## src/rtl/ram_pkg.sv

```systemverilog
// Shared sizes, state encoding and window-offset helpers for the pixel window reader.
package ram_pkg;

  localparam int unsigned PictureSize    = 28;
  localparam int unsigned Size1          = 16;
  localparam int unsigned SizeAddressPix = 16;
  localparam int unsigned WinCount       = 9;

  typedef enum logic [2:0] {
    StIdle,
    StFetch,
    StWait,
    StHold,
    StDone
  } state_e;

  // Row offset (k/3) of window index k within the 3x3 window.
  function automatic logic [1:0] k_row(input logic [3:0] k);
    logic [1:0] r;
    r = 2'd0;
    if (k >= 4'd6) begin
      r = 2'd2;
    end else if (k >= 4'd3) begin
      r = 2'd1;
    end
    return r;
  endfunction

  // Column offset (k%3) of window index k within the 3x3 window.
  function automatic logic [1:0] k_col(input logic [3:0] k);
    logic [1:0] c;
    c = 2'd0;
    case (k)
      4'd1, 4'd4, 4'd7: c = 2'd1;
      4'd2, 4'd5, 4'd8: c = 2'd2;
      default:          c = 2'd0;
    endcase
    return c;
  endfunction

endpackage

```

## src/rtl/win_addr_gen.sv

```systemverilog
// Maps picture origin, window top-left (row, col) and window index k to a pixel RAM address.
module win_addr_gen
  import ram_pkg::*;
#(
  parameter int unsigned picture_size     = PictureSize,
  parameter int unsigned SIZE_address_pix = SizeAddressPix
) (
  input  logic [SIZE_address_pix-1:0] base,
  input  logic [4:0]                  row,
  input  logic [4:0]                  col,
  input  logic [3:0]                  k,
  output logic [SIZE_address_pix-1:0] addr
);

  localparam int unsigned Aw = SIZE_address_pix;
  localparam logic [Aw-1:0] Pic = Aw'(picture_size);

  logic [Aw-1:0] row_term;
  logic [Aw-1:0] col_term;

  // All terms are kept at address width so the sum wraps modulo 2^Aw.
  always_comb begin
    row_term = Aw'(row) + Aw'(k_row(k));
    col_term = Aw'(col) + Aw'(k_col(k));
    addr     = base + row_term * Pic + col_term;
  end

endmodule

```

## src/rtl/ram_window_reader.sv

```systemverilog
// Scans a square picture in a registered pixel RAM and presents every 3x3 window
// with a valid/ready handshake.
module ram_window_reader
  import ram_pkg::*;
#(
  parameter int unsigned picture_size     = PictureSize,
  parameter int unsigned SIZE_1           = Size1,
  parameter int unsigned SIZE_address_pix = SizeAddressPix
) (
  input  logic                         clk,
  input  logic                         rst_n,
  input  logic                         start,
  input  logic [SIZE_address_pix-1:0]  base_addr,
  output logic                         re_p,
  output logic [SIZE_address_pix-1:0]  read_addressp,
  input  logic signed [SIZE_1-1:0]     qp,
  output logic [WinCount*SIZE_1-1:0]   window,
  output logic                         out_valid,
  input  logic                         out_ready,
  output logic [4:0]                   win_row,
  output logic [4:0]                   win_col,
  output logic                         busy,
  output logic                         done
);

  localparam int unsigned Aw = SIZE_address_pix;
  localparam logic [4:0] LastPos = 5'(picture_size - 3);
  localparam logic [3:0] LastK   = 4'(WinCount - 1);

  state_e        state_q, state_d;
  logic [Aw-1:0] base_q, base_d;
  logic [4:0]    row_q, row_d;
  logic [4:0]    col_q, col_d;
  logic [3:0]    k_q, k_d;
  logic [Aw-1:0] addr_q, addr_next;
  logic          cap_v_q;
  logic [3:0]    cap_k_q;
  logic [WinCount-1:0][SIZE_1-1:0] win_q;

  // Address is computed from next-state values so it registers together with the state.
  win_addr_gen #(
    .picture_size    (picture_size),
    .SIZE_address_pix(SIZE_address_pix)
  ) u_addr_gen (
    .base(base_d),
    .row (row_d),
    .col (col_d),
    .k   (k_d),
    .addr(addr_next)
  );

  always_comb begin
    state_d = state_q;
    base_d  = base_q;
    row_d   = row_q;
    col_d   = col_q;
    k_d     = k_q;
    unique case (state_q)
      StIdle: begin
        if (start) begin
          state_d = StFetch;
          base_d  = base_addr;
          row_d   = '0;
          col_d   = '0;
          k_d     = '0;
        end
      end
      StFetch: begin
        if (k_q == LastK) begin
          state_d = StWait;
        end else begin
          k_d = k_q + 4'd1;
        end
      end
      StWait: state_d = StHold;
      StHold: begin
        if (out_ready) begin
          k_d = '0;
          if (col_q == LastPos) begin
            col_d = '0;
            row_d = row_q + 5'd1;
          end else begin
            col_d = col_q + 5'd1;
          end
          state_d = (col_q == LastPos && row_q == LastPos) ? StDone : StFetch;
        end
      end
      StDone:  state_d = StIdle;
      default: state_d = StIdle;
    endcase
  end

  always_ff @(posedge clk or negedge rst_n) begin
    if (!rst_n) begin
      state_q <= StIdle;
      base_q  <= '0;
      row_q   <= '0;
      col_q   <= '0;
      k_q     <= '0;
      addr_q  <= '0;
      cap_v_q <= 1'b0;
      cap_k_q <= '0;
      win_q   <= '0;
    end else begin
      state_q <= state_d;
      base_q  <= base_d;
      row_q   <= row_d;
      col_q   <= col_d;
      k_q     <= k_d;
      if (state_d == StFetch) begin
        addr_q <= addr_next;
      end
      // RAM samples the address one edge after it is registered; data is captured one edge later.
      cap_v_q <= (state_q == StFetch);
      cap_k_q <= k_q;
      if (cap_v_q && cap_k_q < 4'(WinCount)) begin
        win_q[cap_k_q] <= qp;
      end
    end
  end

  assign re_p          = (state_q == StFetch);
  assign read_addressp = addr_q;
  assign window        = win_q;
  assign out_valid     = (state_q == StHold);
  assign win_row       = row_q;
  assign win_col       = col_q;
  assign busy          = (state_q != StIdle);
  assign done          = (state_q == StDone);

endmodule

```

## config.mk

```make
export PLATFORM = sky130hd
export DESIGN_NAME = ram_window_reader
export DESIGN_NICKNAME = d
export VERILOG_FILES = /design/src/rtl/ram_pkg.sv /design/src/rtl/win_addr_gen.sv /design/src/rtl/ram_window_reader.sv
export SDC_FILE = /design/constraint.sdc
export NUM_CORES = 1
export LEC_CHECK = 0
export CORE_MARGIN = 4
export CORE_UTILIZATION = 40
export DETAILED_ROUTE_END_ITERATION = 10
export PLACE_DENSITY = 0.66
export SYNTH_ARGS = -nofsm -noshare
export SYNTH_HDL_FRONTEND = slang
export SYNTH_HIERARCHICAL = 1
export SYNTH_SLANG_ARGS = --single-unit
```

## constraint.sdc

```tcl
create_clock -name clk -period 9 [get_ports clk]
set_input_delay 1.8 -clock clk [delete_from_list [all_inputs] [get_ports clk]]
set_output_delay 1.8 -clock clk [all_outputs]
set_load 0.02 [all_outputs]
```

==> reports/qor.yml <==
detailed_routing:
  drt-wirelength-per-cell_um: 18.40
  drc: 0
  drt_first_pass_iters: 6
  vias: 6012
  avgViaCountPerCell: 5.125
  drt-total-wl_um: 21590
  antenna_left: 0
  first_iter_violations: 196
grt:
  grtUsageTotal_pct: 17.34
  antenna_found_initial: 0
  grt_pass1_vias: 6036
  overflow: 0
  grtUsageMet2_pct: 28.29
  grt_max_degree: 75
  use_met3_pct: 3.855
  use_met1_pct: 24.08
  grt_busiest_layer: "met2"
  grt_pass1_wl_um: 33550
timing:
  fin_skew_ns: 0.02147
  relSlewSlack_pct: 29.11
  hold_violations: 0
  rsz0062_at_grt: "no"
  post-route-period-util_pct: 87.19
  worstMarginPinSlew_ns: 1.060
  hold_slack_ns: 0.4569
  fin_crit_ns: 7.847
  drv_slew: 0
  setup_violations: 0
  fin_setup_tns_ns: 0
  clock.fmax_mhz: 127.4
clocking:
  cts_buffer_depth: 2
  clock_latency_ns: 0.43
  cts_hold_buf: 0
  cts.sinks: 198
  cts.clk_slew.worst_paths_ns: 0.08
  numCtsBuffers: 17
  cts_tree: "done"
  htreeDepth: 4
  cts-resized-gates: 0
  cts-root-buf: "clkbuf_16"
  cts_setup_buffers: 0
final_layout:
  nets: 960
  drive_gt1_share_pct: 24.75
  fillers: 1869
  antenna_cells: 0
  area_growth_pct: 33.37
  multi_input_comb_area_sq_um: 3857
  register_area_sq_um: 4955
logic_synthesis:
  synth_warnings: 6
  netlist_area_sq_um: 9027
  ys.flop_type: "dfrtp_1"
  ys_seq_area_share_pct: 54.89
  synth_top_area_share_pct: 54.89
  yosys_register_bits: 198
  yosysUniqueCellTypes: 47
  synth_fp_nets: 746
  synth_cells: 666
  synth-edff-count: 0
  async_flop_share_pct: 100.0
  synth_area_leader_cell: "dfrtp_1"
  synthTopCellsByArea: "dfrtp_1 55%, mux2_2 21%, ha_1 4.9%, fa_1 2.0%, mux2_4 1.7%"
  syn_avg_cell_area_sq_um: 13.55
place:
  post-dp-hpwl_um: 15680
  portBuffers: 209
  gp_congestion: 0.8593
worst_setup_path:
  cp_common_cell: "ha_1"
  cp_data_required_time_ns: 9.31
  crit_slowest_cell: "clkdlybuf4s50_1"
  crit_type: "in2reg"
  max_stage_delay_ns: 0.62
  endpoint_kind: "register"
  start_kind: "input port"
  crit_arrival_ns: 8.16
  critPathMaxFanout: 8
floorplan:
  start_util_pct: 40.99
  die_y_um: 158.2
  io_pins: 210
  rows: 54
  die_w_um: 158.2
  core-area_sq_um: 22030
  dieArea_sq_um: 25040
outcome:
  status: "finished, final reports clean"
power_and_ir_drop:
  ir_worst_vdd_v: 0.0001552
  power_leakage_nw: 5.262
  powerDensity_nw_per_um2: 446.5
worst_hold_path:
  hold_class: "reg2reg"
flow_run:
  cap_violations: 0
worst max-delay path, delay by kind of cell:
| kind | cells | cell delay (ns) |
|---|---|---|
| AOI/OAI and AO/OA | 13 | 2.18 |
| buffers and inverters | 2 | 0.68 |
| and+or+nand+nor | 1 | 0.04 |
| xor gates and xnor gates | 1 | 0.43 |
| muxes | 2 | 0.58 |
| adders and majority gates | 7 | 2.45 |
worst paths after layout:
kind	depth (start not counted)	from	endpoint	slack (ns)
setup / recovery	26	out_ready	read_addressp[15]	1.15
hold / removal	0	k_q[3]	cap_k_q[3]	0.46
setup reg to reg	25	state_q[0]	read_addressp[15]	2.19
hold reg to reg	0	k_q[3]	cap_k_q[3]	0.46
max in group asynchronous	2	rst_n	win_row[1]	6.35
min in group asynchronous	1	rst_n	window[47]	1.38
metal layers:
| layer | up-vias | share of wire, % |
|---|---|---|
| met5 | - | 0 |
| met4 | 0 | 0.68 |
| met3 | 10 | 5.2 |
| met2 | 170 | 47 |
| met1 | 3033 | 47 |
| li1 | 2799 | - |
layout make-up:
| class | count | share of cell area [%] |
|---|---|---|
| Clock inverter | 14 | 1.476 |
| Clock buffer | 18 | 3.648 |
| Timing Repair Buffer | 212 | 17.59 |
| Tap cell | 280 | 2.910 |
| Sequential cell | 198 | 41.15 |
| Multi-Input combinational cell | 413 | 32.04 |
| Inverter | 38 | 1.185 |
placed cells by master, fill, tap and decap left out, types with 17 or more instances in the layout:
master / count
ha_1: 35
nand2_1: 18
inv_1: 38
nor2_1: 18
a21oi_1: 22
mux2_2: 167
o21ai_0: 20
clkbuf_16: 17
a21o_1: 17
dfrtp_1: 198
clkdlybuf4s50_1: 208
cells by family (layout without fill, tap and decap cells):
group | count (synthesis) | in the layout | share of synthesized area [%]
buf+inv | 55 | 282 | 2.578
flops | 198 | 198 | 54.89
xor+xnor | 25 | 25 | 2.426
mux | 178 | 178 | 22.61
simple gates | 83 | 83 | 4.712
compound gates | 83 | 83 | 5.946
fa+ha+maj | 44 | 44 | 6.847
stage by stage:
stage               power (mW)  instances  cell area [sq um]  setup WS (ns)  util (%)
floorplan                3.475        666               9027          1.864         -
global placement         4.606       1141              11420         0.8386     51.86
detailed placement       4.655       1141              11420         0.7205     51.86
CTS                      5.448       1173              12040          1.169     54.66
global route             5.738       1173              12040         0.6785     54.66
finish                   5.376       1173              12040          1.153     54.66
state kept, by name, summed over array words and instances, names as in the netlist:
signal	count
state_q	3
read_addressp	16
window	144
cap_k_q	4
k_q	4
win_col	5
cap_v_q	1
win_row	5
base_q	16
cells in the mapped netlist, types with 2 or more instances:
cell / count
nor2_1: 20
a21o_1: 17
nand4b_1: 2
a211oi_1: 2
xnor2_1: 16
nor3_2: 2
a31oi_1: 2
nand3b_1: 2
o22ai_1: 4
xor2_1: 9
a21oi_1: 22
clkbuf_1: 11
nand3_1: 12
nor2b_1: 2
mux2_2: 167
o21ai_0: 20
fa_1: 9
inv_1: 38
or3_1: 3
nor3_1: 3
dfrtp_1: 198
buf_2: 2
nand2b_1: 7
buf_1: 2
o21bai_1: 2
o211ai_1: 2
nand2_1: 18
ha_1: 35
o31ai_1: 3
mux2_4: 10
nand4_1: 8
where the power goes:
part	total, mW	switching [mW]	internal, mW
clock	0.771	0.385	0.385
combinational	3.04	1.49	1.56
sequential	1.56	0.224	1.34
total	5.38	2.09	3.28
No activity file was read; power rests on OpenSTA's default activity.
